### src/rtl/tlul_pkg.sv
// Minimal TL-UL type definitions shared by hosts and devices on the 32-bit bus.
package tlul_pkg;

    localparam int unsigned TL_AW  = 32;
    localparam int unsigned TL_DW  = 32;
    localparam int unsigned TL_AIW = 8;
    localparam int unsigned TL_DBW = 4;
    localparam int unsigned TL_SZW = 2;

    localparam logic [2:0] PutFullData    = 3'h0;
    localparam logic [2:0] PutPartialData = 3'h1;
    localparam logic [2:0] Get            = 3'h4;
    localparam logic [2:0] AccessAck      = 3'h0;
    localparam logic [2:0] AccessAckData  = 3'h1;

    typedef logic [15:0] tl_user_t;
    localparam tl_user_t TL_A_USER_DEFAULT = '0;

    typedef struct packed {
        logic              a_valid;
        logic [2:0]        a_opcode;
        logic [2:0]        a_param;
        logic [TL_SZW-1:0] a_size;
        logic [TL_AIW-1:0] a_source;
        logic [TL_AW-1:0]  a_address;
        logic [TL_DBW-1:0] a_mask;
        logic [TL_DW-1:0]  a_data;
        tl_user_t          a_user;
        logic              d_ready;
    } tl_h2d_t;

    typedef struct packed {
        logic              d_valid;
        logic [2:0]        d_opcode;
        logic [2:0]        d_param;
        logic [TL_SZW-1:0] d_size;
        logic [TL_AIW-1:0] d_source;
        logic              d_sink;
        logic [TL_DW-1:0]  d_data;
        tl_user_t          d_user;
        logic              d_error;
        logic              a_ready;
    } tl_d2h_t;

endpackage

### src/rtl/tlul_host_adapter.sv
// Request/grant host port to TL-UL initiator with in-order response tracking.
module tlul_host_adapter #(
    parameter int unsigned MaxReqs = 2
) (
    input  logic               clk_i,
    input  logic               rst_ni,
    input  logic               req_i,
    output logic               gnt_o,
    input  logic [31:0]        addr_i,
    input  logic               we_i,
    input  logic [31:0]        wdata_i,
    input  logic [3:0]         be_i,
    output logic               valid_o,
    output logic [31:0]        rdata_o,
    output logic               err_o,
    output logic               busy_o,
    output tlul_pkg::tl_h2d_t  tl_o,
    input  tlul_pkg::tl_d2h_t  tl_i
);

    localparam int unsigned SrcW = $clog2(MaxReqs);
    localparam logic [SrcW:0] MaxCnt = MaxReqs[SrcW:0];

    logic [SrcW:0]   cnt_q, cnt_d;
    logic [SrcW-1:0] src_q;
    logic [SrcW-1:0] rd_ptr_q, wr_ptr_q;
    logic [SrcW-1:0] fifo_src_q [MaxReqs];
    logic            fifo_we_q  [MaxReqs];

    logic                         a_valid;
    logic                         push, pop;
    logic [SrcW-1:0]              head_src;
    logic                         head_we;
    logic [tlul_pkg::TL_AIW-1:0]  exp_src;
    logic [2:0]                   exp_op;

    logic unused_inputs;
    assign unused_inputs = ^{addr_i[1:0], tl_i.d_param, tl_i.d_size, tl_i.d_sink, tl_i.d_user};

    // A channel
    always_comb begin
        a_valid = req_i && (cnt_q < MaxCnt);
        gnt_o   = a_valid && tl_i.a_ready;

        tl_o           = '0;
        tl_o.a_valid   = a_valid;
        tl_o.a_opcode  = !we_i          ? tlul_pkg::Get :
                         (be_i == 4'hF) ? tlul_pkg::PutFullData : tlul_pkg::PutPartialData;
        tl_o.a_param   = 3'h0;
        tl_o.a_size    = 2'd2;
        tl_o.a_source  = '0;
        tl_o.a_source[SrcW-1:0] = src_q;
        tl_o.a_address = {addr_i[31:2], 2'b00};
        tl_o.a_mask    = we_i ? be_i : 4'hF;
        tl_o.a_data    = we_i ? wdata_i : '0;
        tl_o.a_user    = tlul_pkg::TL_A_USER_DEFAULT;
        tl_o.d_ready   = 1'b1;
    end

    // D channel: every response is matched against the oldest outstanding request
    always_comb begin
        head_src = fifo_src_q[rd_ptr_q];
        head_we  = fifo_we_q[rd_ptr_q];
        exp_src  = '0;
        exp_src[SrcW-1:0] = head_src;
        exp_op   = head_we ? tlul_pkg::AccessAck : tlul_pkg::AccessAckData;

        valid_o = tl_i.d_valid;
        err_o   = 1'b0;
        rdata_o = '0;
        if (tl_i.d_valid) begin
            if (cnt_q == '0) begin
                err_o = 1'b1;
            end else begin
                err_o = tl_i.d_error || (tl_i.d_source != exp_src) || (tl_i.d_opcode != exp_op);
                if (!head_we && !err_o) begin
                    rdata_o = tl_i.d_data;
                end
            end
        end
    end

    assign push   = gnt_o;
    assign pop    = tl_i.d_valid && (cnt_q != '0);
    assign busy_o = (cnt_q != '0);

    always_comb begin
        cnt_d = cnt_q;
        if (push && !pop) begin
            cnt_d = cnt_q + 1'b1;
        end else if (!push && pop) begin
            cnt_d = cnt_q - 1'b1;
        end
    end

    always_ff @(posedge clk_i or negedge rst_ni) begin
        if (!rst_ni) begin
            cnt_q    <= '0;
            src_q    <= '0;
            rd_ptr_q <= '0;
            wr_ptr_q <= '0;
        end else begin
            cnt_q <= cnt_d;
            if (push) begin
                src_q    <= src_q + 1'b1;
                wr_ptr_q <= wr_ptr_q + 1'b1;
            end
            if (pop) begin
                rd_ptr_q <= rd_ptr_q + 1'b1;
            end
        end
    end

    // Entries are only read while cnt_q says they are valid, so no reset needed.
    always_ff @(posedge clk_i) begin
        if (push) begin
            fifo_src_q[wr_ptr_q] <= src_q;
            fifo_we_q[wr_ptr_q]  <= we_i;
        end
    end

endmodule

### config.mk
export PLATFORM = sky130hd
export DESIGN_NAME = tlul_host_adapter
export DESIGN_NICKNAME = d
export VERILOG_FILES = /design/src/rtl/tlul_pkg.sv /design/src/rtl/tlul_host_adapter.sv
export SDC_FILE = /design/constraint.sdc
export NUM_CORES = 1
export LEC_CHECK = 0
export CAP_MARGIN = 20
export CORE_AREA = 4 4 107 109
export CTS_BUF_LIST = sky130_fd_sc_hd__clkbuf_16
export CTS_CLUSTER_SIZE = 10
export DETAILED_ROUTE_END_ITERATION = 6
export DIE_AREA = 0 0 111 113
export GPL_TIMING_DRIVEN = 1
export PLACE_DENSITY = 0.66
export SKIP_LAST_GASP = 1
export SYNTH_ARGS = -nofsm -noshare
export SYNTH_HDL_FRONTEND = slang
export SYNTH_SLANG_ARGS = --single-unit
export TNS_END_PERCENT = 10
### constraint.sdc
create_clock -name clk_i -period 5.7 [get_ports clk_i]
set_clock_uncertainty 0.1 [all_clocks]
set_input_delay 1.425 -clock clk_i [delete_from_list [all_inputs] [get_ports clk_i]]
set_output_delay 1.425 -clock clk_i [all_outputs]
set_load 0.02 [all_outputs]
Word level (Yosys, flattened, before mapping)
Memory sizes are Yosys's and may differ from the RTL's. Cells that the tools add are included.

Register bits: 5. Memory bits (writable): 4. Output and inout bits: 138. Word-level logic and storage cells: 44. Memories kept: 2.

Memories: fifo_src_q (words 2, bits a word 1, rd ports 1, clocked after Yosys merged registers in 0, wr ports 1, line tlul_host_adapter.sv:27) `logic [SrcW-1:0] fifo_src_q [MaxReqs];`; fifo_we_q (words 2, bits a word 1, rd ports 1, clocked after Yosys merged registers in 0, wr ports 1, line tlul_host_adapter.sv:28) `logic fifo_we_q [MaxReqs];`.

Add/sub/neg operators: 5. Magnitude comparators: 1. Equal/unequal tests: 3. Muxes and demuxes: 14. Reduce and logical (&&, ||, !) cells: 15.

Operators by type and width (number): 32-bit 2-to-1 mux (4); 8-bit by 1-bit inequality test with 1-bit output (1); 1-bit logical AND (6); 1-bit 2-to-1 mux (6); 4-bit equality test (second input constant) (1); 1-bit zero test (4); 2-bit 2-to-1 mux (2); 4-bit 2-to-1 mux (1); 2-bit nonzero test (2); 1-bit adder (second input constant) (3); 3-bit 2-to-1 mux (1); 3-bit by 1-bit inequality test with 1-bit output (1); 2-bit by 1-bit adder with 2-bit output (second input constant) (1); 2-bit zero test (1); 1-bit logical OR (2); 2-bit < comparator (second input constant) (1); 2-bit by 1-bit subtractor with 2-bit output (second input constant) (1).

Depth between registers and ports, before layout
An unclocked memory read counts as a cell.

Depth in word-level cells: 9. Gate-level depth with buffers: 7.

Worst setup path after synthesis
OpenSTA, ideal clock, no wires.

Kind: input -> output. Start: input port tl_i[58] in the netlist's numbering. End: output port rdata_o[10]. Arrival time: 3.166 ns. Required time: 4.175 ns. Path slack: 1.009 ns. Cell stages on the path: 5. Path buffers: 1. Cells stage by stage: or4_1 -> or4_4 -> nor4_4 -> buf_6 -> and2_1.

Cells in the longest elaborated chain, start to end: 8.

Ends and longest elaborated chain: from (decl) (line tlul_host_adapter.sv:18) `input tlul_pkg::tl_d2h_t tl_i`; 8-bit by 1-bit inequality test with 1-bit output (line tlul_host_adapter.sv:75) `err_o = tl_i.d_error || (tl_i.d_source != exp_src) || (tl_i.d_opcode != exp_op);`; 1-bit logical OR (2 in a row) (line tlul_host_adapter.sv:75); 1-bit zero test (line tlul_host_adapter.sv:76) `if (!head_we && !err_o) begin`; 1-bit logical AND (line tlul_host_adapter.sv:76); 32-bit 2-to-1 mux (line tlul_host_adapter.sv:76); 32-bit 2-to-1 mux (line tlul_host_adapter.sv:72) `if (cnt_q == '0) begin`; 32-bit 2-to-1 mux (line tlul_host_adapter.sv:71) `if (tl_i.d_valid) begin`; to (decl) (line tlul_host_adapter.sv:14) `output logic [31:0] rdata_o,`.

No other way between the ends.

Worst setup path after layout
Start: input port tl_i[58] in the netlist's numbering. End: output port rdata_o[4].

Same word-level chain as after synthesis.

==> key figures <==
Critical path
  • Slowest cell on crit path: clkdlybuf4s50_1
  • Worst Path Buf+Inv: 3
  • Setup Crit Path Kind: in2out
  • Slowest stage delay, CP: 0.62 ns
  • Critical-path cell list: clkdlybuf4s50_1 -> or4_1 -> or4_4 -> nor4_4 -> buf_12 -> and2_1 -> clkdlybuf4s50_1
  • CP Capture Type: primary output
  • Worst-path fanout max: 32
  • Crit start category: input pin
  • Most frequent CP cell: clkdlybuf4s50_1
  • FF-to-FF setup slack: 4.08 ns
  • WP data required: 4.18 ns
  • CP top delay family: simple AND/OR/NAND/NOR gates
  • Worst EP arrival: 4.10 ns

Clocking
  • Clock Tree Buf Depth: 2
  • Clock transition at path regs: 0.04 ns
  • CTS Sinks: 9
  • CTS tree: built
  • Clk_lat worst skew: 0.23 ns
  • Root Buffer: clkbuf_16
  • CTS buffer count: 3
  • H-tree depth: 1
  • Hold buffers post-CTS: 0

Power
  • Leak Pwr: 1.169 nW
  • Worst VDD drop: 0.0001425 V
  • PD cells: 164.5 nW/um^2

Yosys
  • Post-Syn Area per Cell: 8.027 um^2
  • Top post-synthesis cells by count: buf_4, and2_1, dfrtp_1, xnor2_1
  • Cells after Synth: 178
  • EDFF count, synth: 4
  • Synth area leader: buf_4
  • Synth Cell Area: 1429 um^2
  • Share of the synthesized area in the top cell type: 34.15%
  • Seq cells post-synth: 9
  • Synth unique cells: 23
  • Syn. warnings: 0
  • Most common cell in the netlist: buf_4
  • Main synth FF type: dfrtp_1
  • Post-synthesis sequential area ratio: 17.16%
  • Post-synth ARST share: 55.56%
  • Synth area leaders: buf_4, and2_1, dfrtp_1

Worst hold path
  • Hold Path Class: reg2reg

Route
  • Residual DRC: 0
  • Post-Route WL: 5.136 mm
  • Drt first pass iters: 2
  • Starting DRT DRC Count: 12
  • Vias per cell: 3.418
  • Antenna-violating nets left: 0
  • WL per Instance: 11.54 um
  • Via count: 1521

Die
  • Initial Util: 13.48%
  • Die Y: 113 um
  • Core ar.: 10600 um^2
  • Ports: 278
  • Area of the die: 12540 um^2
  • FP Rows: 38
  • Die Width: 111 um

Final layout
  • Core Util, Final: 27.46%
  • Filler cells: 1127
  • P&R area growth vs syn: 103.8%
  • N_diodes: 0
  • Share of cells above drive strength 1: 2.623%
  • NumNets Final: 447

STA
  • RSZ-0062 raised after global routing: yes
  • Hold Vio Cnt, Final: 0
  • Final setup fails: 0
  • Fin crit share: 98.70%
  • Max frequency: 177.8 MHz
  • Hold_ws: 0.3920 ns
  • Final min period: 5.626 ns
  • Fin. max-slew vios: 0

Global route
  • Remaining Overflow, GRT: 0
  • GRT Overall Usage: 7.249%
  • First-pass GRT wire length: 7.417 mm
  • Pin count of the biggest net entering global routing: 33
  • Vias in the first global route: 1532
  • Initial antenna violation count: 0

Placement
  • Number of port buffers: 161
  • Placer Congestion: 0.7954
  • Post-DP HPWL: 4.750 mm

Job
  • Max-cap violations: 0

Run status
  • Outcome: finished, final reports clean
[worst reg2reg max path: cells and delay by family, from the launching register on]
family	cells	cell delay, ns
xor+xnor	2	0.29
fa+ha+maj	1	0.16
buf+inv	1	0.11
flops	1	0.40
simple gates	3	0.44
[flip-flops by register name (all words and copies together) (netlist names)]
name and count:
cnt_q 2, fifo_src_q 2, fifo_we_q 2, rd_ptr_q 1, src_q 1, wr_ptr_q 1
[metal layers]
layer / vias to the layer above / GRT usage, % / routed length (um)
li1: 704 / - / -
met1: 655 / 6.098 / 1634
met2: 154 / 14.32 / 2603
met3: 8 / 4.439 / 846
met4: 0 / 1.642 / 52
met5: - / 0 / 0
[placed cells by master, fill, tap and decap left out, types with 2 or more instances in the layout]
cell type        count
inv_1                4
xnor2_1              5
clkdlybuf4s50_1    160
and2_1              64
nor2_1               3
buf_4                2
nand2_1              2
dfrtp_1              5
nand2b_1             4
mux2i_1              2
or4_1                2
xor2_1               3
conb_1              32
edfxtp_1             4
clkbuf_16            3
[repair_timing]
| item | in CTS | in global routing |
|---|---|---|
| setup buffers | 0 | 0 |
| resized for setup | 0 | 1 |
| endpoints found under the setup margin | 0 | 6 |
[stage by stage]
| step | power [mW] | area, um^2 | instances | setup TNS, ns | setup slack, ns |
|---|---|---|---|---|---|
| finish | 0.4788 | 2912 | 445 | 0 | 0.07427 |
| global placement | 0.3575 | 2830 | 441 | 0 | 0.05696 |
| floorplan | 0.2863 | 1541 | 208 | 0 | 1.009 |
| detailed placement | 0.3619 | 2830 | 441 | 0 | 0.05517 |
| global route | 0.5049 | 2912 | 445 | -0.03353 | -0.01233 |
| CTS | 0.4857 | 2909 | 445 | 0 | 0.04790 |
[area by class of cell]
type	instances	area [um^2]	area share, %
repair buffers	164	1649	56.64
multi-input cells	125	752.0	25.83
inverters	3	11.26	0.3868
clock buffers	3	75.07	2.578
clock inverters	1	3.754	0.1289
flip-flops and latches	9	245.2	8.423
well taps	140	175.2	6.016
[cells by family after synthesis]
kind of cell             after synthesis  synth area share [%]
other                                  2                0.5256
buffers and inverters                 74                 38.09
multiplexers                           2                 1.401
adder cells (fa/ha/maj)                1                0.8755
AO/OA/AOI/OAI                          2                 1.401
AND/OR/NAND/NOR                       80                 35.64
XOR/XNOR                               8                 4.904
flip-flops                             9                 17.16
[report_power, final]
part           total (mW)  switching (mW)  internal [mW]
registers           0.116          0.0221         0.0937
clock network       0.121          0.0295         0.0915
logic               0.242           0.111          0.131
total               0.479           0.162          0.316
[path summary, 6_finish.rpt]
| path | from | to | cells past startpoint |
|---|---|---|---|
| max reg2reg | cnt_q[1] | cnt_q[1] | 7 |
| max | tl_i[58] | rdata_o[4] | 7 |
| min | wr_ptr_q | wr_ptr_q | 1 |
| min in group asynchronous | rst_ni | rd_ptr_q | 1 |
| min reg2reg | wr_ptr_q | wr_ptr_q | 1 |
| max in group asynchronous | rst_ni | cnt_q[0] | 1 |
(Power assumes the default switching activity.)
==> variant, RTL diff (config.mk and constraints unchanged) <==
Register the output `err_o`, with the module's reset; this adds one clock of latency there. The other outputs are not delayed to match.
--- a/src/rtl/tlul_host_adapter.sv
+++ b/src/rtl/tlul_host_adapter.sv
@@ -22,2 +22,4 @@
     localparam logic [SrcW:0] MaxCnt = MaxReqs[SrcW:0];
+
+    logic err_d;
 
@@ -68,3 +70,3 @@
         valid_o = tl_i.d_valid;
-        err_o   = 1'b0;
+        err_d   = 1'b0;
         rdata_o = '0;
@@ -72,6 +74,6 @@
             if (cnt_q == '0) begin
-                err_o = 1'b1;
+                err_d = 1'b1;
             end else begin
-                err_o = tl_i.d_error || (tl_i.d_source != exp_src) || (tl_i.d_opcode != exp_op);
-                if (!head_we && !err_o) begin
+                err_d = tl_i.d_error || (tl_i.d_source != exp_src) || (tl_i.d_opcode != exp_op);
+                if (!head_we && !err_d) begin
                     rdata_o = tl_i.d_data;
@@ -121,2 +123,10 @@
 
+    always_ff @(posedge clk_i or negedge rst_ni) begin
+        if (!rst_ni) begin
+            err_o <= '0;
+        end else begin
+            err_o <= err_d;
+        end
+    end
+
 endmodule
Formal check against the unedited RTL: not equivalent (a bounded check fails within 4 cycles, from zero or initial values and one cycle with rst_ni low).
==> variant against the original RTL <==
  * Area after synthesis rose by 1.8%
  * Sequential cell count rose by 1
  * Core utilization rose by 0.17 points
  * Routed wire length rose by 9.0%
  * Worst setup slack improved by 0.017 ns
  * Cell area rose by 0.60%
  * Power rose by 1.8%
  * Register-to-register slack got worse by 0.03 ns
  * Via count fell by 0.79%
  * Highest routed layer unchanged
==> variant: results <==
[synth]
yosys-top-cells-count = buf_4, and2_1, dfrtp_1
synth_compound_area_share_pct = 1.38
synthMuxAreaShare_pct = 1.38
synthAdderAreaFrac_pct = 0.861
async_reset_ff_share_pct = 60.0
ys_seq_area_share_pct = 18.6
synth_xor_xnor_area_share_pct = 4.82
ys_top_cells_by_area = buf_4, and2_1, dfrtp_1
syn_inst = 179

[place]
gp_congestion = 0.870
dp_hpwl_mm = 5.07
place_ws_ns = 0.0384
placed_area_um2 = 2850

[layout]
drive_above_1_share_pct = 2.30
clock_cell_area_share_pct = 2.69
n_fill_cell = 1110
multi_input_area_share_pct = 25.7
clkbuf_count = 3
non_clock_buffer_area_share_pct = 56.0
seq_area_um2 = 270
utilization_pct = 27.6
top_regs = cnt_q x2, fifo_src_q x2, fifo_we_q x2
buffers_excl_clock = 163
areaGrowthSynthToFinish_pct = 101

[global_route]
grt_max_degree = 33
grt_pass1_vias = 1565
grt_use_total_pct = 8.03
grt_pass1_wl_mm = 7.93

[power]
leakage_nw = 1.17

[outcome]
status = finished clean

[route]
vias = 1509
viasPerCell = 3.39
wl_mm = 5.60
drt-initial-drc-count = 53

[hold_path]
hold_class = flop to flop

[cts]
numClockSinks = 10

[setup_path]
arrival_ns = 4.08
variant: report_power, final:
group          leakage (nW)  total (mW)  internal (mW)  switching (mW)
Clock                0.0385       0.121         0.0916          0.0295
Sequential            0.107       0.123          0.101          0.0218
Combinational          1.03       0.243          0.131           0.112
variant: final timing paths:
kind,endpoint,from,slack [ns],cells past startpoint
max in group asynchronous,cnt_q[1],rst_ni,3.95,1
min in group asynchronous,rd_ptr_q,rst_ni,1.33,1
hold reg to reg,cnt_q[1],cnt_q[1],0.39,1
hold / removal,cnt_q[1],cnt_q[1],0.39,1
setup reg to reg,cnt_q[1],cnt_q[1],4.05,7
setup / recovery,rdata_o[8],tl_i[58],0.09,7
variant: routing by layer:
layer / GRT usage, % / vias up / part of all wire [%]
li1: - / 707 / -
met1: 7.37 / 637 / 34
met2: 15.2 / 151 / 50
met3: 3.96 / 14 / 14
met4: 3.04 / 0 / 2.3
met5: 0 / - / 0
